[config.mk]
export PLATFORM = sky130hd
export DESIGN_NAME = vga_display_bus_frontend_flat
export DESIGN_NICKNAME = d
export VERILOG_FILES = /design/src/rtl/vga_display_bus_frontend_pkg.sv /design/src/rtl/vga_display_bus_frontend_if.sv /design/src/rtl/vga_display_bus_frontend_wr_fifo.sv /design/src/rtl/vga_display_bus_frontend.sv /design/src/flat_wrapper.sv
export SDC_FILE = /design/constraint.sdc
export NUM_CORES = 1
export LEC_CHECK = 0
export ABC_AREA = 1
export BUFFER_PORTS_ARGS = -buffer_cell sky130_fd_sc_hd__buf_4
export CAP_MARGIN = 20
export CORE_ASPECT_RATIO = 0.6
export CORE_MARGIN = 1
export CORE_UTILIZATION = 55
export CTS_BUF_LIST = sky130_fd_sc_hd__clkbuf_4 sky130_fd_sc_hd__clkbuf_8
export CTS_CLUSTER_SIZE = 28
export DETAILED_ROUTE_END_ITERATION = 10
export GPL_TIMING_DRIVEN = 1
export PLACE_DENSITY = 0.79
export SKIP_CTS_REPAIR_TIMING = 1
export SYNTH_ARGS = -nofsm -noshare
export SYNTH_HDL_FRONTEND = slang
export SYNTH_SLANG_ARGS = --single-unit
export TNS_END_PERCENT = 1
[constraint.sdc]
create_clock -name iCLOCK -period 7.7 [get_ports iCLOCK]
set_input_delay 0.385 -clock iCLOCK [delete_from_list [all_inputs] [get_ports iCLOCK]]
set_output_delay 0.385 -clock iCLOCK [all_outputs]
set_load 0.02 [all_outputs]
[src/rtl/vga_display_bus_frontend_pkg.sv]
// Shared types and constants for the display bus front-end: FSM states,
// register map, STATUS layout and the pixel FIFO entry format.
package display_frontend_pkg;

    typedef enum logic [1:0] {
        ST_IDLE,
        ST_DRAIN,
        ST_FILL,
        ST_DONE
    } fe_state_t;

    // Register map (byte addresses). Every read returns STATUS, so
    // ADDR_STATUS is only the address software is expected to use.
    localparam logic [31:0] ADDR_CLEAR       = 32'h0000_0000;
    localparam logic [31:0] ADDR_STATUS      = 32'h0000_0004;
    localparam logic [31:0] ADDR_IRQEN       = 32'h0000_0008;
    localparam logic [31:0] ADDR_BITMAP_BASE = 32'h0000_0100;

    // STATUS register bit positions
    localparam int STAT_BUSY_BIT     = 0;
    localparam int STAT_IRQ_PEND_BIT = 1;
    localparam int STAT_IRQ_EN_BIT   = 2;
    localparam int STAT_FIFO_CNT_LSB = 8;

    // One buffered pixel write: pixel index and already-masked colour
    typedef struct packed {
        logic [31:0] addr;
        logic [31:0] data;
    } fifo_entry_t;

    // Mask keeping the low w colour bits of a 32-bit bus word
    function automatic logic [31:0] color_mask(input int w);
        if (w >= 32) begin
            return '1;
        end
        return (32'd1 << w) - 32'd1;
    endfunction

endpackage

[src/rtl/vga_display_bus_frontend_if.sv]
// Bus bundle of the display front-end: device bus, read response, IRQ and
// the display-controller write port. The slave side is the front-end.
interface vga_display_bus_frontend_if;

    logic        iDEV_REQ;
    logic        oDEV_BUSY;
    logic        iDEV_RW;
    logic [31:0] iDEV_ADDR;
    logic [31:0] iDEV_DATA;
    logic        oDEV_REQ;
    logic        iDEV_BUSY;
    logic [31:0] oDEV_DATA;
    logic        oDEV_IRQ_REQ;
    logic        iDEV_IRQ_BUSY;
    logic        iDEV_IRQ_ACK;
    logic        oDISP_WR_REQ;
    logic        iDISP_WR_BUSY;
    logic [31:0] oDISP_WR_ADDR;
    logic [31:0] oDISP_WR_DATA;

    modport slave (
        input  iDEV_REQ, iDEV_RW, iDEV_ADDR, iDEV_DATA, iDEV_BUSY,
        input  iDEV_IRQ_BUSY, iDEV_IRQ_ACK, iDISP_WR_BUSY,
        output oDEV_BUSY, oDEV_REQ, oDEV_DATA, oDEV_IRQ_REQ,
        output oDISP_WR_REQ, oDISP_WR_ADDR, oDISP_WR_DATA
    );

    modport master (
        output iDEV_REQ, iDEV_RW, iDEV_ADDR, iDEV_DATA, iDEV_BUSY,
        output iDEV_IRQ_BUSY, iDEV_IRQ_ACK, iDISP_WR_BUSY,
        input  oDEV_BUSY, oDEV_REQ, oDEV_DATA, oDEV_IRQ_REQ,
        input  oDISP_WR_REQ, oDISP_WR_ADDR, oDISP_WR_DATA
    );

endinterface

[src/rtl/vga_display_bus_frontend_wr_fifo.sv]
// Synchronous FIFO buffering pixel writes toward the display controller.
// Show-ahead: rdata_o is the head entry whenever empty_o is low.
module display_wr_fifo #(
    parameter int DEPTH = 16,   // power of 2, >= 2
    parameter int WIDTH = 64
) (
    input  logic                     clk,
    input  logic                     rst_n,
    input  logic                     clr_i,
    input  logic                     push_i,
    input  logic [WIDTH-1:0]         wdata_i,
    input  logic                     pop_i,
    output logic [WIDTH-1:0]         rdata_o,
    output logic                     full_o,
    output logic                     empty_o,
    output logic [$clog2(DEPTH):0]   count_o
);

    localparam int PTR_W = $clog2(DEPTH);
    localparam int CNT_W = PTR_W + 1;

    logic [WIDTH-1:0] mem_q [DEPTH];
    logic [PTR_W-1:0] wr_ptr_q, rd_ptr_q;
    logic [CNT_W-1:0] count_q;
    logic             do_push, do_pop;

    assign full_o  = (count_q == CNT_W'(DEPTH));
    assign empty_o = (count_q == '0);
    assign count_o = count_q;
    assign rdata_o = mem_q[rd_ptr_q];

    assign do_push = push_i && !full_o;
    assign do_pop  = pop_i && !empty_o;

    // Pointer and occupancy bookkeeping; pointers wrap naturally at DEPTH
    // NOTE: sequential state uses <= so every flop samples pre-edge values.
    always_ff @(posedge clk or negedge rst_n) begin
        if (!rst_n) begin
            wr_ptr_q <= '0;
            rd_ptr_q <= '0;
            count_q  <= '0;
        end else if (clr_i) begin
            wr_ptr_q <= '0;
            rd_ptr_q <= '0;
            count_q  <= '0;
        end else begin
            if (do_push) wr_ptr_q <= wr_ptr_q + 1'b1;
            if (do_pop)  rd_ptr_q <= rd_ptr_q + 1'b1;
            unique case ({do_push, do_pop})
                2'b10:   count_q <= count_q + 1'b1;
                2'b01:   count_q <= count_q - 1'b1;
                default: count_q <= count_q;
            endcase
        end
    end

    // Storage array write port
    // NOTE: the array has no reset; its contents are meaningless until the
    // count says an entry is valid, and a resettable array costs real flops.
    always_ff @(posedge clk) begin
        if (do_push) mem_q[wr_ptr_q] <= wdata_i;
    end

endmodule

[src/rtl/vga_display_bus_frontend.sv]
// Bus-side front-end of the display device: decodes bus commands, buffers
// pixel writes in a FIFO, runs the hardware clear/fill engine, serves the
// STATUS read and raises a level IRQ when a clear completes.
module vga_display_bus_frontend
    import display_frontend_pkg::*;
#(
    parameter int H_RES      = 640,
    parameter int V_RES      = 480,
    parameter int FIFO_DEPTH = 16,
    parameter int COLOR_W    = 12
) (
    input  logic                         iCLOCK,
    input  logic                         inRESET,
    input  logic                         iRESET_SYNC,
    vga_display_bus_frontend_if.slave    bus
);

    localparam int unsigned PIX_COUNT = H_RES * V_RES;
    localparam int          CNT_W     = (PIX_COUNT > 1) ? $clog2(PIX_COUNT) : 1;
    localparam logic [CNT_W-1:0] PIX_LAST = CNT_W'(PIX_COUNT - 1);
    localparam int          FCNT_W    = $clog2(FIFO_DEPTH) + 1;
    localparam logic [31:0] COLOR_MSK = color_mask(COLOR_W);

    fe_state_t         state_q, state_d;
    logic [CNT_W-1:0]  fill_cnt_q, fill_cnt_d;
    logic [31:0]       color_q, color_d;
    logic              irq_en_q, irq_pend_q, set_irq;
    logic              rsp_valid_q;
    logic [31:0]       rsp_data_q;

    fifo_entry_t       push_entry, head;
    logic              fifo_push, fifo_pop, fifo_full, fifo_empty;
    logic [FCNT_W-1:0] fifo_count;

    logic              live, dev_busy, accept, wr_acc, rd_acc;
    logic              clear_acc, irqen_acc, pix_hit;
    logic [31:0]       pix_idx, color_in, status;
    logic              disp_req, disp_xfer;
    logic [31:0]       disp_addr, disp_data;

    // ---------------- bus decode ----------------
    assign live      = !iRESET_SYNC;
    assign dev_busy  = fifo_full || (state_q != ST_IDLE) || rsp_valid_q;
    assign accept    = live && bus.iDEV_REQ && !dev_busy;
    assign wr_acc    = accept && bus.iDEV_RW;
    assign rd_acc    = accept && !bus.iDEV_RW;
    assign clear_acc = wr_acc && (bus.iDEV_ADDR == ADDR_CLEAR);
    assign irqen_acc = wr_acc && (bus.iDEV_ADDR == ADDR_IRQEN);
    assign pix_idx   = (bus.iDEV_ADDR - ADDR_BITMAP_BASE) >> 2;
    assign pix_hit   = wr_acc && (bus.iDEV_ADDR >= ADDR_BITMAP_BASE)
                       && (pix_idx < PIX_COUNT);
    assign color_in  = bus.iDEV_DATA & COLOR_MSK;

    assign push_entry = '{addr: pix_idx, data: color_in};
    assign fifo_push  = pix_hit;

    display_wr_fifo #(
        .DEPTH (FIFO_DEPTH),
        .WIDTH ($bits(fifo_entry_t))
    ) u_fifo (
        .clk     (iCLOCK),
        .rst_n   (inRESET),
        .clr_i   (iRESET_SYNC),
        .push_i  (fifo_push),
        .wdata_i (push_entry),
        .pop_i   (fifo_pop),
        .rdata_o (head),
        .full_o  (fifo_full),
        .empty_o (fifo_empty),
        .count_o (fifo_count)
    );

    // STATUS word as seen by a read accepted this cycle
    // NOTE: every always_comb output gets a default first so no path infers a latch.
    always_comb begin
        status = '0;
        status[STAT_FIFO_CNT_LSB +: 8] = 8'(fifo_count);
        status[STAT_IRQ_EN_BIT]        = irq_en_q;
        status[STAT_IRQ_PEND_BIT]      = irq_pend_q;
        status[STAT_BUSY_BIT]          = (state_q != ST_IDLE);
    end

    // ---------------- clear/fill FSM ----------------
    assign disp_xfer = disp_req && !bus.iDISP_WR_BUSY;

    // FSM state, fill counter and latched clear colour
    always_ff @(posedge iCLOCK or negedge inRESET) begin
        if (!inRESET) begin
            state_q    <= ST_IDLE;
            fill_cnt_q <= '0;
            color_q    <= '0;
        end else begin
            state_q    <= state_d;
            fill_cnt_q <= fill_cnt_d;
            color_q    <= color_d;
        end
    end

    // Next state and display-port drive; FIFO pixels always precede a fill
    always_comb begin
        state_d    = state_q;
        fill_cnt_d = fill_cnt_q;
        color_d    = color_q;
        disp_req   = 1'b0;
        disp_addr  = '0;
        disp_data  = '0;
        fifo_pop   = 1'b0;
        set_irq    = 1'b0;
        unique case (state_q)
            ST_IDLE, ST_DRAIN: begin
                // Head is only presented when valid so stale RAM never leaks out
                disp_req  = !fifo_empty;
                disp_addr = fifo_empty ? '0 : head.addr;
                disp_data = fifo_empty ? '0 : head.data;
                fifo_pop  = disp_xfer;
                if (state_q == ST_IDLE) begin
                    if (clear_acc) begin
                        state_d = ST_DRAIN;
                        color_d = color_in;
                    end
                end else if (fifo_empty) begin
                    state_d    = ST_FILL;
                    fill_cnt_d = '0;
                end
            end
            ST_FILL: begin
                disp_req  = 1'b1;
                disp_addr = 32'(fill_cnt_q);
                disp_data = color_q;
                if (disp_xfer) begin
                    if (fill_cnt_q == PIX_LAST) state_d = ST_DONE;
                    else fill_cnt_d = fill_cnt_q + 1'b1;
                end
            end
            ST_DONE: begin
                set_irq = irq_en_q;
                state_d = ST_IDLE;
            end
            default: state_d = ST_IDLE;
        endcase
        // Soft reset aborts whatever is in flight
        if (iRESET_SYNC) begin
            state_d    = ST_IDLE;
            fill_cnt_d = '0;
            color_d    = '0;
            disp_req   = 1'b0;
            disp_addr  = '0;
            disp_data  = '0;
            fifo_pop   = 1'b0;
            set_irq    = 1'b0;
        end
    end

    // ---------------- IRQ and read response ----------------
    // IRQ enable/pending flags and the registered read response
    always_ff @(posedge iCLOCK or negedge inRESET) begin
        if (!inRESET) begin
            irq_en_q    <= 1'b0;
            irq_pend_q  <= 1'b0;
            rsp_valid_q <= 1'b0;
            rsp_data_q  <= '0;
        end else if (iRESET_SYNC) begin
            irq_en_q    <= 1'b0;
            irq_pend_q  <= 1'b0;
            rsp_valid_q <= 1'b0;
            rsp_data_q  <= '0;
        end else begin
            if (irqen_acc) irq_en_q <= bus.iDEV_DATA[0];
            // Completion beats a same-cycle acknowledge
            if (set_irq)               irq_pend_q <= 1'b1;
            else if (bus.iDEV_IRQ_ACK) irq_pend_q <= 1'b0;
            if (rd_acc) begin
                rsp_valid_q <= 1'b1;
                rsp_data_q  <= status;
            end else if (rsp_valid_q && !bus.iDEV_BUSY) begin
                rsp_valid_q <= 1'b0;
                rsp_data_q  <= '0;
            end
        end
    end

    // ---------------- outputs (forced low during soft reset) ----------------
    assign bus.oDEV_BUSY     = live && dev_busy;
    assign bus.oDEV_REQ      = live && rsp_valid_q;
    assign bus.oDEV_DATA     = live ? rsp_data_q : '0;
    assign bus.oDEV_IRQ_REQ  = live && irq_pend_q && !bus.iDEV_IRQ_BUSY;
    assign bus.oDISP_WR_REQ  = disp_req;
    assign bus.oDISP_WR_ADDR = disp_addr;
    assign bus.oDISP_WR_DATA = disp_data;

endmodule

[src/flat_wrapper.sv]
// flat-port wrapper written by rule: the top's interface ports become plain ports
module vga_display_bus_frontend_flat import display_frontend_pkg::*;
#(
    parameter int H_RES      = 640,
    parameter int V_RES      = 480,
    parameter int FIFO_DEPTH = 16,
    parameter int COLOR_W    = 12
)
  (iCLOCK, inRESET, iRESET_SYNC, bus_iDEV_REQ, bus_iDEV_RW, bus_iDEV_ADDR, bus_iDEV_DATA, bus_iDEV_BUSY, bus_iDEV_IRQ_BUSY, bus_iDEV_IRQ_ACK, bus_iDISP_WR_BUSY, bus_oDEV_BUSY, bus_oDEV_REQ, bus_oDEV_DATA, bus_oDEV_IRQ_REQ, bus_oDISP_WR_REQ, bus_oDISP_WR_ADDR, bus_oDISP_WR_DATA);
  vga_display_bus_frontend_if bus_i ();
  input  logic iCLOCK;
  input  logic inRESET;
  input  logic iRESET_SYNC;
  input wire logic [$bits(bus_i.iDEV_REQ)-1:0] bus_iDEV_REQ;
  input wire logic [$bits(bus_i.iDEV_RW)-1:0] bus_iDEV_RW;
  input wire logic [$bits(bus_i.iDEV_ADDR)-1:0] bus_iDEV_ADDR;
  input wire logic [$bits(bus_i.iDEV_DATA)-1:0] bus_iDEV_DATA;
  input wire logic [$bits(bus_i.iDEV_BUSY)-1:0] bus_iDEV_BUSY;
  input wire logic [$bits(bus_i.iDEV_IRQ_BUSY)-1:0] bus_iDEV_IRQ_BUSY;
  input wire logic [$bits(bus_i.iDEV_IRQ_ACK)-1:0] bus_iDEV_IRQ_ACK;
  input wire logic [$bits(bus_i.iDISP_WR_BUSY)-1:0] bus_iDISP_WR_BUSY;
  output wire logic [$bits(bus_i.oDEV_BUSY)-1:0] bus_oDEV_BUSY;
  output wire logic [$bits(bus_i.oDEV_REQ)-1:0] bus_oDEV_REQ;
  output wire logic [$bits(bus_i.oDEV_DATA)-1:0] bus_oDEV_DATA;
  output wire logic [$bits(bus_i.oDEV_IRQ_REQ)-1:0] bus_oDEV_IRQ_REQ;
  output wire logic [$bits(bus_i.oDISP_WR_REQ)-1:0] bus_oDISP_WR_REQ;
  output wire logic [$bits(bus_i.oDISP_WR_ADDR)-1:0] bus_oDISP_WR_ADDR;
  output wire logic [$bits(bus_i.oDISP_WR_DATA)-1:0] bus_oDISP_WR_DATA;
  assign bus_i.iDEV_REQ = bus_iDEV_REQ;
  assign bus_i.iDEV_RW = bus_iDEV_RW;
  assign bus_i.iDEV_ADDR = bus_iDEV_ADDR;
  assign bus_i.iDEV_DATA = bus_iDEV_DATA;
  assign bus_i.iDEV_BUSY = bus_iDEV_BUSY;
  assign bus_i.iDEV_IRQ_BUSY = bus_iDEV_IRQ_BUSY;
  assign bus_i.iDEV_IRQ_ACK = bus_iDEV_IRQ_ACK;
  assign bus_i.iDISP_WR_BUSY = bus_iDISP_WR_BUSY;
  assign bus_oDEV_BUSY = bus_i.oDEV_BUSY;
  assign bus_oDEV_REQ = bus_i.oDEV_REQ;
  assign bus_oDEV_DATA = bus_i.oDEV_DATA;
  assign bus_oDEV_IRQ_REQ = bus_i.oDEV_IRQ_REQ;
  assign bus_oDISP_WR_REQ = bus_i.oDISP_WR_REQ;
  assign bus_oDISP_WR_ADDR = bus_i.oDISP_WR_ADDR;
  assign bus_oDISP_WR_DATA = bus_i.oDISP_WR_DATA;
  vga_display_bus_frontend #(.H_RES(H_RES), .V_RES(V_RES), .FIFO_DEPTH(FIFO_DEPTH), .COLOR_W(COLOR_W)) u_core (.iCLOCK(iCLOCK), .inRESET(inRESET), .iRESET_SYNC(iRESET_SYNC), .bus(bus_i));
endmodule
Word-level counts from Yosys, hierarchy flattened
Memories as Yosys holds them, arrays and structs flattened.
Index checks and enable logic that the tools add are counted.
- add/sub/neg operators: 6
- magnitude comparators: 2
- equal/unequal tests: 15
- multiplexer cells: 49
- reduce and logical (&&, ||, !) cells: 44
- operators with widths (kind ; count):
    2-to-1 mux 32 bit ; 12
    one-hot mux 32 bit (2 select lines) ; 2
    2-to-1 mux 19 bit ; 5
    one-hot mux 19 bit (2 select lines) ; 1
    == test 32 x 4 -> 1 bit, second input constant ; 1
    >= comparator 32 x 9 -> 1 bit, second input constant ; 1
    logical NOT 32 bit ; 1
    subtractor 32 x 9 -> 32 bit, second input constant ; 1
    < comparator 30 x 19 -> 1 bit, second input constant ; 1
    adder 19 x 1 -> 19 bit, second input constant ; 1
    == test 19 bit, second input constant ; 1
    logical AND 1 bit ; 16
    2-to-1 mux 4 bit ; 4
    2-to-1 mux 1 bit ; 15
    nonzero test 2 bit ; 7
    2-to-1 mux 2 bit ; 6
    nonzero test 3 bit ; 4
    one-hot mux 5 bit (2 select lines) ; 1
    inequality test 3 x 2 -> 1 bit, second input constant ; 3
    adder 4 x 1 -> 4 bit, second input constant ; 2
    logical NOT 1 bit ; 8
    == test 2 bit, second input constant ; 3
    inequality test 3 bit, second input constant ; 2
    one-hot mux 2 bit (3 select lines) ; 1
    15 further kinds ; 17
- register bits: 101
- memory bits (writable): 672
- bits of input ports: 73
- output and inout bits: 100
- word-level logic and storage cells: 127
- memories: 1
- memory list (memory ; words ; bits a word ; read ports ; clocked after Yosys merged registers in ; wr ports ; RTL line ; text):
    u_core.u_fifo.mem_q ; 16 ; 42 ; 1 ; 0 ; 1 ; vga_display_bus_frontend_wr_fifo.sv:22 ; logic [WIDTH-1:0] mem_q [DEPTH];

Depth between registers and ports, before layout
- depth after elaboration: 12
- gate-level depth with buffers: 22
- depth with buffers taken out: 22

Modules after synthesis
A second synthesis with hierarchy kept.
- cells, all modules: 3528
- area, all modules: 44674.1 um2
- by module, submodules not included (module ; instances ; cells an instance ; area an instance (um2) ; seq. area each (um2)):
    display_wr_fifo ; 1 ; 2845 ; 40251.1 ; 31074.8
    vga_display_bus_frontend ; 1 ; 683 ; 4423.0 ; 1101.1

Least setup slack after synthesis
Ideal clock, no wire load.
- path type: input to register
- start: input port bus_iDEV_ADDR[8]
- end: memory u_core.u_fifo.mem_q[0][0] (netlist bit) (enable)
- library setup time: 0.441 ns
- arrival: 3.907 ns
- required time: 7.259 ns
- path slack: 3.352 ns
- stages on the path: 14
- buffers on the path: 0
- cell sequence: inv_1 -> ha_1 -> nand2_4 -> nor2_8 -> nand3_1 -> nand2_1 -> nand2_2 -> nor2_4 -> inv_4 -> nor2_4 -> nand3_4 -> inv_4 -> nand2_1 -> nor2_1
- word-level cells in the longest chain between the ends: 6
- elaborated cells on any way between the ends: 8
- classes of those cells: add/sub (1); order compare (2); mux (2); reduce/logical (3)
- RTL lines (element ; RTL line ; text):
    from (decl) ; flat_wrapper.sv:16 ; input wire logic [$bits(bus_i.iDEV_ADDR)-1:0] bus_iDEV_ADDR;
    subtractor 32 x 9 -> 32 bit ; vga_display_bus_frontend.sv:49 ; assign pix_idx = (bus.iDEV_ADDR - ADDR_BITMAP_BASE) >> 2;
    via u_core.pix_idx[26] ; vga_display_bus_frontend.sv:37 ; logic [31:0] pix_idx, color_in, status;
    < comparator 30 x 19 -> 1 bit ; vga_display_bus_frontend.sv:51 ; && (pix_idx < PIX_COUNT);
    logical AND 1 bit ; vga_display_bus_frontend.sv:51 ;
    logical AND 1 bit ; vga_display_bus_frontend_wr_fifo.sv:32 ; assign do_push = push_i && !full_o;
    2-to-1 mux 1 bit ; vga_display_bus_frontend_wr_fifo.sv:61 ; if (do_push) mem_q[wr_ptr_q] <= wdata_i;
    2-to-1 mux 1 bit (implied by the code) ; vga_display_bus_frontend_wr_fifo.sv:61 ;
    to (decl) ; vga_display_bus_frontend_wr_fifo.sv:22 ;
The timed path passes the listed nets, and every way through them passes these cells.

Final worst setup path
- start: register u_core.u_fifo.rd_ptr_q[0]
- end: output port bus_oDISP_WR_ADDR[6]
- word-level cells in the longest chain between the ends: 4
- RTL lines (element ; RTL line ; text):
    from (decl) ; vga_display_bus_frontend_wr_fifo.sv:23 ; logic [PTR_W-1:0] wr_ptr_q, rd_ptr_q;
    from (signal assigned) ; vga_display_bus_frontend_wr_fifo.sv:48 ; if (do_pop) rd_ptr_q <= rd_ptr_q + 1'b1;
    memory read (16 x 42 bit) ; n/a ;
    2-to-1 mux 32 bit ; vga_display_bus_frontend.sv:113 ; disp_addr = fifo_empty ? '0 : head.addr;
    one-hot mux 32 bit (2 select lines) ; vga_display_bus_frontend.sv:109 ; unique case (state_q)
    2-to-1 mux 32 bit ; vga_display_bus_frontend.sv:142 ; if (iRESET_SYNC) begin
    to (decl) ; flat_wrapper.sv:27 ; output wire logic [$bits(bus_i.oDISP_WR_ADDR)-1:0] bus_oDISP_WR_ADDR;
No other way between the ends.

==> reports/metrics.yaml <==
final_common_cell: "edfxtp_1"
cts_tree: "done"
area_growth_pct: 12.02
drive_above_1_share_pct: 14.69
rows: 66
fin_skew_ps: 49.34
timing.hold.ws_ps: 12.49
clk_pin_slew_worst_paths_ps: 70
wire_per_inst_um: 23.86
max-slew-margin-rel_pct: 22.29
dpl.hpwl_um: 46880
dp_cells: 3322
cts_buffers: 102
start_util_pct: 56.28
critPathArrivalTime_ps: 4830
synth_edf_count: 672
die-area_um2: 57010
yosys-top-cells-area: "edfxtp_1 (65%), o21ai_0 (4.8%), dfrtp_1 (4.6%), nand2_1 (4.5%), nor2_1 (3.3%)"
crit_path_frequent_cell: "buf_4"
antenna_left: 0
ctsHtreeMaxLevel: 3
max_stage_delay_ps: 940
synth_ff_type: "edfxtp_1"
path_class: "flip-flop to output port"
gr-total-overflow: 0
portBuffers: 106
final_cell_mix: "edfxtp_1 (672), nand2_1 (366), o21ai_0 (294)"
power.leakage_nw: 12.27
syn-cell-area_um2: 30820
path_cells: "buf_4, buf_12, o21ai_0, o221ai_1, a31oi_1, o31ai_1, buf_4"
netlist_instances: 2574
drv_cap: 0
grt_max_degree: 219
track_usage_pct: 29.42
end_kind: "output port"
core-area_um2: 54750
ys_seq_elements: 729
nNetsFinal: 2778
ys.warnings.count: 0
grt_pass1_vias: 20767
tns_ps: 0
peakVddDrop_v: 0.0001430
cts_sinks: 729
synth.avg_cell_area_um2: 11.97
vias: 21587
rsz0062_at_grt: "false"
p_per_area_nw_per_um2: 246.7
hold_violations: 0
min_path_type: "primary input to flip-flop"
ys_seq_area_share_pct: 70.11
synth_top_area_share_pct: 65.48
gp_congestion: 0.8943
status: "complete, no violations"
die_h_um: 185.4
async_flop_share_pct: 7.819
worstSkewPairLatency_ps: 700
drt_iter0_drc: 3105
synth_top_area_cell: "edfxtp_1"
worstMarginPinSlew_ps: 1166
crit_fanout: 218
fmax_mhz: 191.9
synth_cell_type_count: 53
fin_crit_sh_pct: 67.68
cts_root_buf: "clkbuf_8"
cp_data_required_time_ps: 7320
fp.dieW_um: 307.6
final_area_um2: 34520
io_pins: 173
avgViaCountPerCell: 6.131
drc: 0
routed_wl_um: 84000
place_area_um2: 32250
cp_slowest_cell: "dfrtp_4"
antenna_found_initial: 4
grt_pass1_wl_um: 123500
layout.cells.non_filler: 3521
fin_crit_ps: 5211
maxSlewViolCount: 0
drtPass1Iterations: 6
ctsLongestPathBuffers: 3
setup_viol: 0
utilization_pct: 63.05
crit_path_start_kind: "flip-flop"
[synth_stat cells (20+ instances only)]
cell type  number
a221oi_1       26
o22ai_1        34
edfxtp_1      672
nand3_1       116
o221ai_1       53
nor3_1         20
nor2_1        270
a21oi_1       116
nand2_2        22
nand4_1        55
inv_1         142
xor2_1         20
dfrtp_1        57
nand2_1       367
o21ai_0       294
clkbuf_1      114
buf_4          46
[metrics by stage]
step / setup WS [ps] / power, mW
floorplan: 3352 / 5.077
global placement: 2953 / 5.401
detailed placement: 2798 / 5.435
CTS: 2704 / 8.496
global route: 2331 / 8.770
finish: 2489 / 8.516
[worst max-delay path, delay by kind of cell (launching register included)]
family | cells | cell delay, ps
compound gates | 4 | 1130
buf+inv | 3 | 1770
flops | 1 | 940
[kinds of logic after synthesis]
logic type	synth area share, %
AND/OR/NAND/NOR	13.05
flip-flops	70.11
AO/OA/AOI/OAI	10.70
buffers and inverters	4.746
XOR/XNOR	0.6781
adder cells (fa/ha/maj)	0.6740
other	0.01217
multiplexers	0.03248
[flip-flops by register name, summed over array words and instances, names as in the netlist]
signal and flops:
u_core.irq_en_q 1, u_core.u_fifo.count_o 5, u_core.rsp_data_q 8, u_core.u_fifo.wr_ptr_q 4, u_core.state_q 2, u_core.color_q 12, u_core.u_fifo.mem_q 672, u_core.u_fifo.rd_ptr_q 4
u_core.rsp_valid_q 1, u_core.irq_pend_q 1, u_core.fill_cnt_q 19
[final timing paths]
check,from,end,slack (ps),depth (start not counted)
worst max register to register,u_core.state_q[0]$_DFFE_PN0P_,u_core.u_fifo.mem_q[9][6]$_DFFE_PP_,3450,15
min in group asynchronous,inRESET,u_core.irq_pend_q$_DFFE_PN0P_,400,2
max in group asynchronous,inRESET,u_core.u_fifo.rd_ptr_q[0]$_DFFE_PN0P_,6610,2
worst min-delay path,bus_iDEV_DATA[11],u_core.u_fifo.mem_q[8][11]$_DFFE_PP_,10,1
worst max-delay path,u_core.u_fifo.rd_ptr_q[0]$_DFFE_PN0P_,bus_oDISP_WR_ADDR[6],2490,7
worst min register to register,u_core.rsp_data_q[0]$_DFFE_PN0P_,u_core.rsp_data_q[0]$_DFFE_PN0P_,500,2
[where the power goes]
group,internal [mW],switching [mW]
clock network,1.67,1.46
registers,4.34,0.0374
logic,0.275,0.730
total,6.29,2.23
[layer usage]
layer  GRT usage, %  up-vias  part of all wire [%]
li1               -     9457                     -
met1          41.86    10476                    40
met2          43.23     1479                    44
met3          8.673      175                    14
met4          10.31        0                   2.8
met5              0        -                     0
[final cells by class]
cell class	instances	area (um2)
Sequential cell	729	21610
Fill cell	4024	20230
Multi-Input combinational cell	1553	8041
Clock buffer	148	1799
Timing Repair Buffer	154	1225
Tap cell	748	935.9
Inverter	149	579.3
Clock inverter	38	322.8
Antenna cell	2	5.005
No activity file was read; power rests on OpenSTA's default activity.
